**src/rtl/z80_trace_pkg.sv**
```systemverilog
// Shared types, defaults and strobe classification for the Z80 bus tracer.
package z80_trace_pkg;

  localparam int DEPTH_DEF   = 16;
  localparam int STAMP_W_DEF = 16;

  typedef enum logic [2:0] {
    TYPE_OPFETCH = 3'd0,
    TYPE_MEMRD   = 3'd1,
    TYPE_MEMWR   = 3'd2,
    TYPE_IORD    = 3'd3,
    TYPE_IOWR    = 3'd4,
    TYPE_INTA    = 3'd5
  } trc_type_e;

  typedef enum logic {
    ST_IDLE   = 1'b0,
    ST_ACTIVE = 1'b1
  } trc_state_e;

  typedef struct packed {
    trc_type_e              typ;
    logic [15:0]            addr;
    logic [7:0]             data;
    logic [STAMP_W_DEF-1:0] stamp;
  } trc_entry_t;

  // First matching strobe combination wins; returns 0 when none applies.
  function automatic logic classify(input logic m1_n, input logic mreq_n,
                                    input logic iorq_n, input logic rd_n,
                                    input logic wr_n, output trc_type_e t);
    t = TYPE_OPFETCH;
    classify = 1'b1;
    if (!m1_n && !iorq_n)                t = TYPE_INTA;
    else if (!m1_n && !mreq_n && !rd_n)  t = TYPE_OPFETCH;
    else if (!mreq_n && !rd_n)           t = TYPE_MEMRD;
    else if (!mreq_n && !wr_n)           t = TYPE_MEMWR;
    else if (!iorq_n && !rd_n)           t = TYPE_IORD;
    else if (!iorq_n && !wr_n)           t = TYPE_IOWR;
    else                                 classify = 1'b0;
  endfunction

  function automatic logic is_write(input trc_type_e t);
    return (t == TYPE_MEMWR) || (t == TYPE_IOWR);
  endfunction

endpackage

```
**src/rtl/z80_bus_tracer_fifo.sv**
```systemverilog
// First-word-fall-through trace storage with occupancy count and synchronous clear.
module trace_fifo #(
  parameter int DEPTH = 16,
  parameter int W     = 43
) (
  input  logic                     clk,
  input  logic                     reset_n,
  input  logic                     clr,
  input  logic                     push,
  input  logic [W-1:0]             wdata,
  input  logic                     pop,
  output logic [W-1:0]             rdata,
  output logic                     valid,
  output logic [$clog2(DEPTH):0]   level
);
  localparam int AW = $clog2(DEPTH);
  localparam int LW = AW + 1;

  logic [W-1:0]  r_mem [DEPTH];
  logic [AW-1:0] r_wr_ptr;
  logic [AW-1:0] r_rd_ptr;
  logic [LW-1:0] r_level;
  logic          w_do_push;
  logic          w_do_pop;

  assign w_do_pop  = pop && (r_level != {LW{1'b0}});
  assign w_do_push = push && ((r_level != LW'(DEPTH)) || w_do_pop);

  // Storage array, cleared on reset so the head reads zero out of reset
  always_ff @(posedge clk or negedge reset_n) begin
    if (!reset_n) begin
      for (int i = 0; i < DEPTH; i++) r_mem[i] <= {W{1'b0}};
    end else if (w_do_push && !clr) begin
      r_mem[r_wr_ptr] <= wdata;
    end
  end

  // Pointers and occupancy; simultaneous push and pop keeps the level
  always_ff @(posedge clk or negedge reset_n) begin
    if (!reset_n) begin
      r_wr_ptr <= {AW{1'b0}};
      r_rd_ptr <= {AW{1'b0}};
      r_level  <= {LW{1'b0}};
    end else if (clr) begin
      r_wr_ptr <= {AW{1'b0}};
      r_rd_ptr <= {AW{1'b0}};
      r_level  <= {LW{1'b0}};
    end else begin
      if (w_do_push) r_wr_ptr <= r_wr_ptr + {{(AW-1){1'b0}}, 1'b1};
      if (w_do_pop)  r_rd_ptr <= r_rd_ptr + {{(AW-1){1'b0}}, 1'b1};
      case ({w_do_push, w_do_pop})
        2'b10:   r_level <= r_level + {{(LW-1){1'b0}}, 1'b1};
        2'b01:   r_level <= r_level - {{(LW-1){1'b0}}, 1'b1};
        default: r_level <= r_level;
      endcase
    end
  end

  assign rdata = r_mem[r_rd_ptr];
  assign valid = (r_level != {LW{1'b0}});
  assign level = r_level;

endmodule

```
**src/rtl/z80_bus_tracer.sv**
```systemverilog
// Captures Z80 bus transactions (type, address, data, start time) into a trace FIFO.
module z80_bus_tracer
  import z80_trace_pkg::*;
#(
  parameter int DEPTH   = DEPTH_DEF,
  parameter int STAMP_W = STAMP_W_DEF
) (
  input  logic                   clk,
  input  logic                   reset_n,
  input  logic                   en,
  input  logic                   clr,
  input  logic                   m1_n,
  input  logic                   mreq_n,
  input  logic                   iorq_n,
  input  logic                   rd_n,
  input  logic                   wr_n,
  input  logic                   rfsh_n,
  input  logic [15:0]            A,
  input  logic [7:0]             di,
  input  logic [7:0]             dout,
  output logic                   trc_valid,
  input  logic                   trc_ready,
  output logic [2:0]             trc_type,
  output logic [15:0]            trc_addr,
  output logic [7:0]             trc_data,
  output logic [STAMP_W-1:0]     trc_stamp,
  output logic [$clog2(DEPTH):0] level,
  output logic                   overflow,
  output logic [7:0]             drop_cnt
);
  localparam int LW = $clog2(DEPTH) + 1;
  localparam int EW = 3 + 16 + 8 + STAMP_W;

  trc_state_e       r_state, w_next_state;
  trc_type_e        r_type, w_start_type;
  logic             w_start_hit, w_start, w_exit, w_push;
  logic             w_pop, w_full, w_fifo_push, w_drop;
  logic [15:0]      r_addr;
  logic [7:0]       r_data, w_data_sel;
  logic [STAMP_W-1:0] r_stamp, r_tstamp;
  logic [EW-1:0]    w_wdata, w_rdata;
  logic             r_overflow;
  logic [7:0]       r_drop_cnt;

  assign w_exit = (mreq_n && iorq_n) || (rd_n && wr_n);

  // Strobe classification and data-lane selection (CPU-driven for writes)
  always_comb begin
    w_start_type = TYPE_OPFETCH;
    w_start_hit  = classify(m1_n, mreq_n, iorq_n, rd_n, wr_n, w_start_type);
    if (r_state == ST_ACTIVE) w_data_sel = is_write(r_type) ? dout : di;
    else                      w_data_sel = is_write(w_start_type) ? dout : di;
  end

  // Next state; the push fires on the strobe-release edge
  always_comb begin
    w_next_state = r_state;
    w_start      = 1'b0;
    w_push       = 1'b0;
    if (clr) begin
      w_next_state = ST_IDLE;
    end else begin
      case (r_state)
        ST_IDLE: begin
          if (en && rfsh_n && w_start_hit) begin
            w_start      = 1'b1;
            w_next_state = ST_ACTIVE;
          end else begin
            w_next_state = ST_IDLE;
          end
        end
        ST_ACTIVE: begin
          if (w_exit) begin
            w_push       = 1'b1;
            w_next_state = ST_IDLE;
          end else begin
            w_next_state = ST_ACTIVE;
          end
        end
        default: w_next_state = ST_IDLE;
      endcase
    end
  end

  // State register
  always_ff @(posedge clk or negedge reset_n) begin
    if (!reset_n) r_state <= ST_IDLE;
    else          r_state <= w_next_state;
  end

  // Transaction header at start, data lane on every edge while active
  always_ff @(posedge clk or negedge reset_n) begin
    if (!reset_n) begin
      r_type   <= TYPE_OPFETCH;
      r_addr   <= 16'h0000;
      r_data   <= 8'h00;
      r_tstamp <= {STAMP_W{1'b0}};
    end else if (w_start) begin
      r_type   <= w_start_type;
      r_addr   <= A;
      r_data   <= w_data_sel;
      r_tstamp <= r_stamp;
    end else if (r_state == ST_ACTIVE) begin
      r_data   <= w_data_sel;
    end
  end

  // Free-running timestamp; clr deliberately leaves it running
  always_ff @(posedge clk or negedge reset_n) begin
    if (!reset_n)  r_stamp <= {STAMP_W{1'b0}};
    else if (en)   r_stamp <= r_stamp + {{(STAMP_W-1){1'b0}}, 1'b1};
  end

  assign w_pop       = trc_valid && trc_ready;
  assign w_full      = (level == LW'(DEPTH));
  assign w_fifo_push = w_push && (!w_full || w_pop);
  assign w_drop      = w_push && w_full && !w_pop;

  // Sticky overflow and saturating drop counter
  always_ff @(posedge clk or negedge reset_n) begin
    if (!reset_n) begin
      r_overflow <= 1'b0;
      r_drop_cnt <= 8'h00;
    end else if (clr) begin
      r_overflow <= 1'b0;
      r_drop_cnt <= 8'h00;
    end else if (w_drop) begin
      r_overflow <= 1'b1;
      if (r_drop_cnt != 8'hFF) r_drop_cnt <= r_drop_cnt + 8'h01;
    end
  end

  assign w_wdata = {r_type, r_addr, r_data, r_tstamp};

  trace_fifo #(.DEPTH(DEPTH), .W(EW)) u_fifo (
    .clk     (clk),
    .reset_n (reset_n),
    .clr     (clr),
    .push    (w_fifo_push),
    .wdata   (w_wdata),
    .pop     (w_pop),
    .rdata   (w_rdata),
    .valid   (trc_valid),
    .level   (level)
  );

  assign trc_type  = w_rdata[EW-1 -: 3];
  assign trc_addr  = w_rdata[EW-4 -: 16];
  assign trc_data  = w_rdata[STAMP_W+7 -: 8];
  assign trc_stamp = w_rdata[STAMP_W-1:0];
  assign overflow  = r_overflow;
  assign drop_cnt  = r_drop_cnt;

endmodule

```
**config.mk**
```make
export PLATFORM = sky130hd
export DESIGN_NAME = z80_bus_tracer
export DESIGN_NICKNAME = d
export VERILOG_FILES = /design/src/rtl/z80_trace_pkg.sv /design/src/rtl/z80_bus_tracer_fifo.sv /design/src/rtl/z80_bus_tracer.sv
export SDC_FILE = /design/constraint.sdc
export NUM_CORES = 1
export LEC_CHECK = 0
export ABC_AREA = 0
export CORE_ASPECT_RATIO = 1.4
export CORE_UTILIZATION = 25
export CTS_BUF_LIST = sky130_fd_sc_hd__clkbuf_4 sky130_fd_sc_hd__clkbuf_8
export CTS_CLUSTER_DIAMETER = 200
export DETAILED_ROUTE_END_ITERATION = 10
export PLACE_DENSITY_LB_ADDON = 0.25
export SETUP_SLACK_MARGIN = 0.5
export SYNTH_ARGS = -nofsm -noshare
export SYNTH_HDL_FRONTEND = slang
export SYNTH_SLANG_ARGS = --single-unit
```
**constraint.sdc**
```tcl
create_clock -name clk -period 4.4 [get_ports clk]
set_clock_uncertainty 0.1 [all_clocks]
set_input_delay 0.44 -clock clk [delete_from_list [all_inputs] [get_ports clk]]
set_output_delay 0.44 -clock clk [all_outputs]
set_load 0.03 [all_outputs]
```
==> flow_summary.ini <==
[status]
status = complete, but fails checks
failed_checks = DRC

[logic_synthesis]
syn_inst = 2098
synth_flop_cell = dfrtp_1
yosysTopAreaCell = dfrtp_1
synth_edf_count = 0
yosys.area.top_type_share = 0.5601
ys_ff_latch = 770
seq_area_frac_synth = 0.5601
avgSynthCellArea_um2 = 16.40
synthArstFlopShare = 1.000
netlist_top_cells_area = dfrtp_1, mux2_2, mux4_2
syn_area_um2 = 34400
synth_most_common_cell = dfrtp_1
syn_nets = 2150
synth_warnings = 0
yosys-top-cells-count = dfrtp_1, mux2_2, mux2_1
synth_cell_types = 44

[worst_setup_path]
cp-start-kind = flip-flop
required_ns = 3.86
r2r-end = u_fifo.r_mem[151]$_DFFE_PN0P_
arrival_ns = 3.26
endpoint_kind = output port
cp_slowest_stage_delay_ns = 0.59
rr_worst_depth = 7
path_max_fanout = 9
setup.worst_path.start = u_fifo.r_rd_ptr[0]$_DFFE_PN0P_
cp_slowest_cell = mux4_2
reg2reg_from = u_fifo.level[1]$_DFFE_PN0P_
reg2reg_slack_ns = 0.92
path_cells = buf_12, buf_4, buf_4, mux4_2, mux4_2, dlygate4sd2_1
crit_type = reg2out
worstSetupEndpoint = trc_addr[15]

[clock_network]
root_buffer = clkbuf_8
cts_sinks = 770
cts_tree = yes
clkTransAtPathRegs_ns = 0.06
clockBufferDepth = 3
cts_htree_levels = 3
cts_buffers = 119
clock_latency_ns = 0.79

[power_and_ir_drop]
combPwrFrac = 0.192
clkPwrFrac = 0.374
p_sw_frac = 0.2922
internal_power_w = 0.01290
irDropWorstVdd_mv = 0.2214
powerDensity_nw_per_um2 = 444.5
p_sw_w = 0.005326
p_seq_frac = 0.434
p_leak_nw = 19.46

[timing]
final_hold_viol_count = 0
hold_ws_ns = 0.1498
setup_violations = 0
max_freq_ghz = 0.2628
max_slew.worst_pin.slew_ns = 1.024
final.setup.tns_ns = 0
relSlewSlack = 0.3175
fin_crit_sh = 0.8647
drv_slew = 0
rsz0062_at_grt = yes
layout_min_cycle_time_ns = 3.805

[die]
coreArea_um2 = 136100
dieArea_um2 = 139100
fp-row-count = 160
die_height_um = 440.9
initial_utilization = 0.2527
die-width_um = 315.5
boundaryPins = 101

[detailed_routing]
postRouteAntennaNets = 0
drt-total-wl_um = 94270
drc_errors = 8
drtPass1Iterations = 7
vias = 19122
drtIter0Drc = 736
vias_per_cell = 4.631
wl_per_cell_um = 22.83

[finish]
nets = 2290
final.fill_count = 13480
drive_above_1_share = 0.4361
final_util = 0.3013
syn_to_final_growth_pct = 19.23

[placed_design]
globalplace.congestion = 0.7226
place_hpwl_um = 55570
io_buffers = 100

[global_routing]
grt_max_degree = 113
antenna_found_initial = 4
grt_pass1_wl_um = 143000
track_usage = 0.1381
overflow = 0
first_global_vias = 21491

[hold_path]
hp-start = A[10]
worstHoldPathType = in2reg

[run]
max_cap_violations = 0
[layer usage]
layer / track usage / up-vias / part of all wire
met3: 0.02057 / 148 / 0.029
met1: 0.1626 / 10534 / 0.40
met4: 0.04402 / 2 / 0.024
met2: 0.2545 / 283 / 0.54
met5: 0 / - / 0.000074
li1: - / 8155 / -
[power groups by stage]
stage	clock network, W	registers (W)	logic, W
floorplan	0	0.00773	0.00215
global placement	0	0.00808	0.00321
detailed placement	0	0.00812	0.00323
CTS	0.00710	0.00794	0.00353
global route	0.00739	0.00800	0.00375
finish	0.00682	0.00792	0.00349
[through the flow]
step / power [W] / area, µm² / instances / worst slack (ns)
after CTS: 0.01857 / 40920 / 4115 / 0.3378
after global placement: 0.01129 / 37880 / 3870 / 0.6856
after global routing: 0.01913 / 41000 / 4122 / 0.4652
after detailed placement: 0.01135 / 37880 / 3870 / 0.6319
final: 0.01823 / 41020 / 4129 / 0.5953
after floorplan: 0.009875 / 34400 / 2098 / 1.482
[critical path: cells and delay by family (launching register included)]
kind,cells,cell delay (ns)
buffers and inverters,4,0.90
flip-flops,1,0.43
multiplexers,2,1.15
[worst min path at each step]
stage | to | cells after the start
after floorplan | drop_cnt[0]$_DFFE_PN0P_ | 0
after global placement | u_fifo.r_mem[404]$_DFFE_PN0P_ | 1
after detailed placement | r_stamp[15]$_DFFE_PN0P_ | 1
after CTS | r_addr[10]$_DFFE_PN0P_ | 2
after global routing | r_addr[10]$_DFFE_PN0P_ | 2
final | r_addr[10]$_DFFE_PN0P_ | 2
[registers in the layout, indices dropped and copies added, names as in the netlist]
| signal | cells |
|---|---|
| u_fifo.r_mem | 688 |
| r_addr | 16 |
| r_stamp | 16 |
| r_tstamp | 16 |
| drop_cnt | 8 |
| r_data | 8 |
| u_fifo.level | 5 |
| u_fifo.r_rd_ptr | 4 |
| u_fifo.r_wr_ptr | 4 |
| r_type | 3 |
| overflow | 1 |
| r_state | 1 |
[layout make-up]
type / count / area, µm² / share of cell area
clock buffers: 193 / 2431 / 0.05927
diodes: 8 / 20.02 / 0.0004881
flip-flops and latches: 770 / 19280 / 0.4701
repair buffers: 197 / 2165 / 0.05277
clock inverters: 29 / 334.1 / 0.008145
inverters: 7 / 26.28 / 0.0006406
well taps: 1782 / 2230 / 0.05436
multi-input cells: 1143 / 14530 / 0.3542
[timing repair]
item | in CTS | in global routing
endpoints found under the setup margin | 43 | 17
endpoints found under the hold margin | 80 | 0
setup buffers | 18 | 5
hold buffers | 1 | 0
cloned | 4 | 1
resized for setup | 136 | 6
[cell usage in the layout, fill, tap and decap left out, types with 12 or more instances in the layout]
master / instances
dfrtp_1: 766
mux2_2: 437
mux2_1: 286
mux4_2: 215
clkbuf_8: 157
buf_4: 59
clkdlybuf4s50_1: 56
clkbuf_4: 36
nor2_1: 30
buf_12: 25
buf_2: 18
nand2_1: 17
mux2i_1: 17
xnor2_1: 17
clkinv_2: 17
dlygate4sd2_1: 17
a21oi_1: 14
nand3_4: 12
[kinds of logic after synthesis]
logic type	count (synthesis)	share of synthesized area
fa+ha+maj	9	0.003273
flops	770	0.5601
simple gates	110	0.01658
compound gates	43	0.008402
mux	955	0.3824
xor+xnor	26	0.006619
buf+inv	185	0.02266
Power figures use the tool's default switching activity.
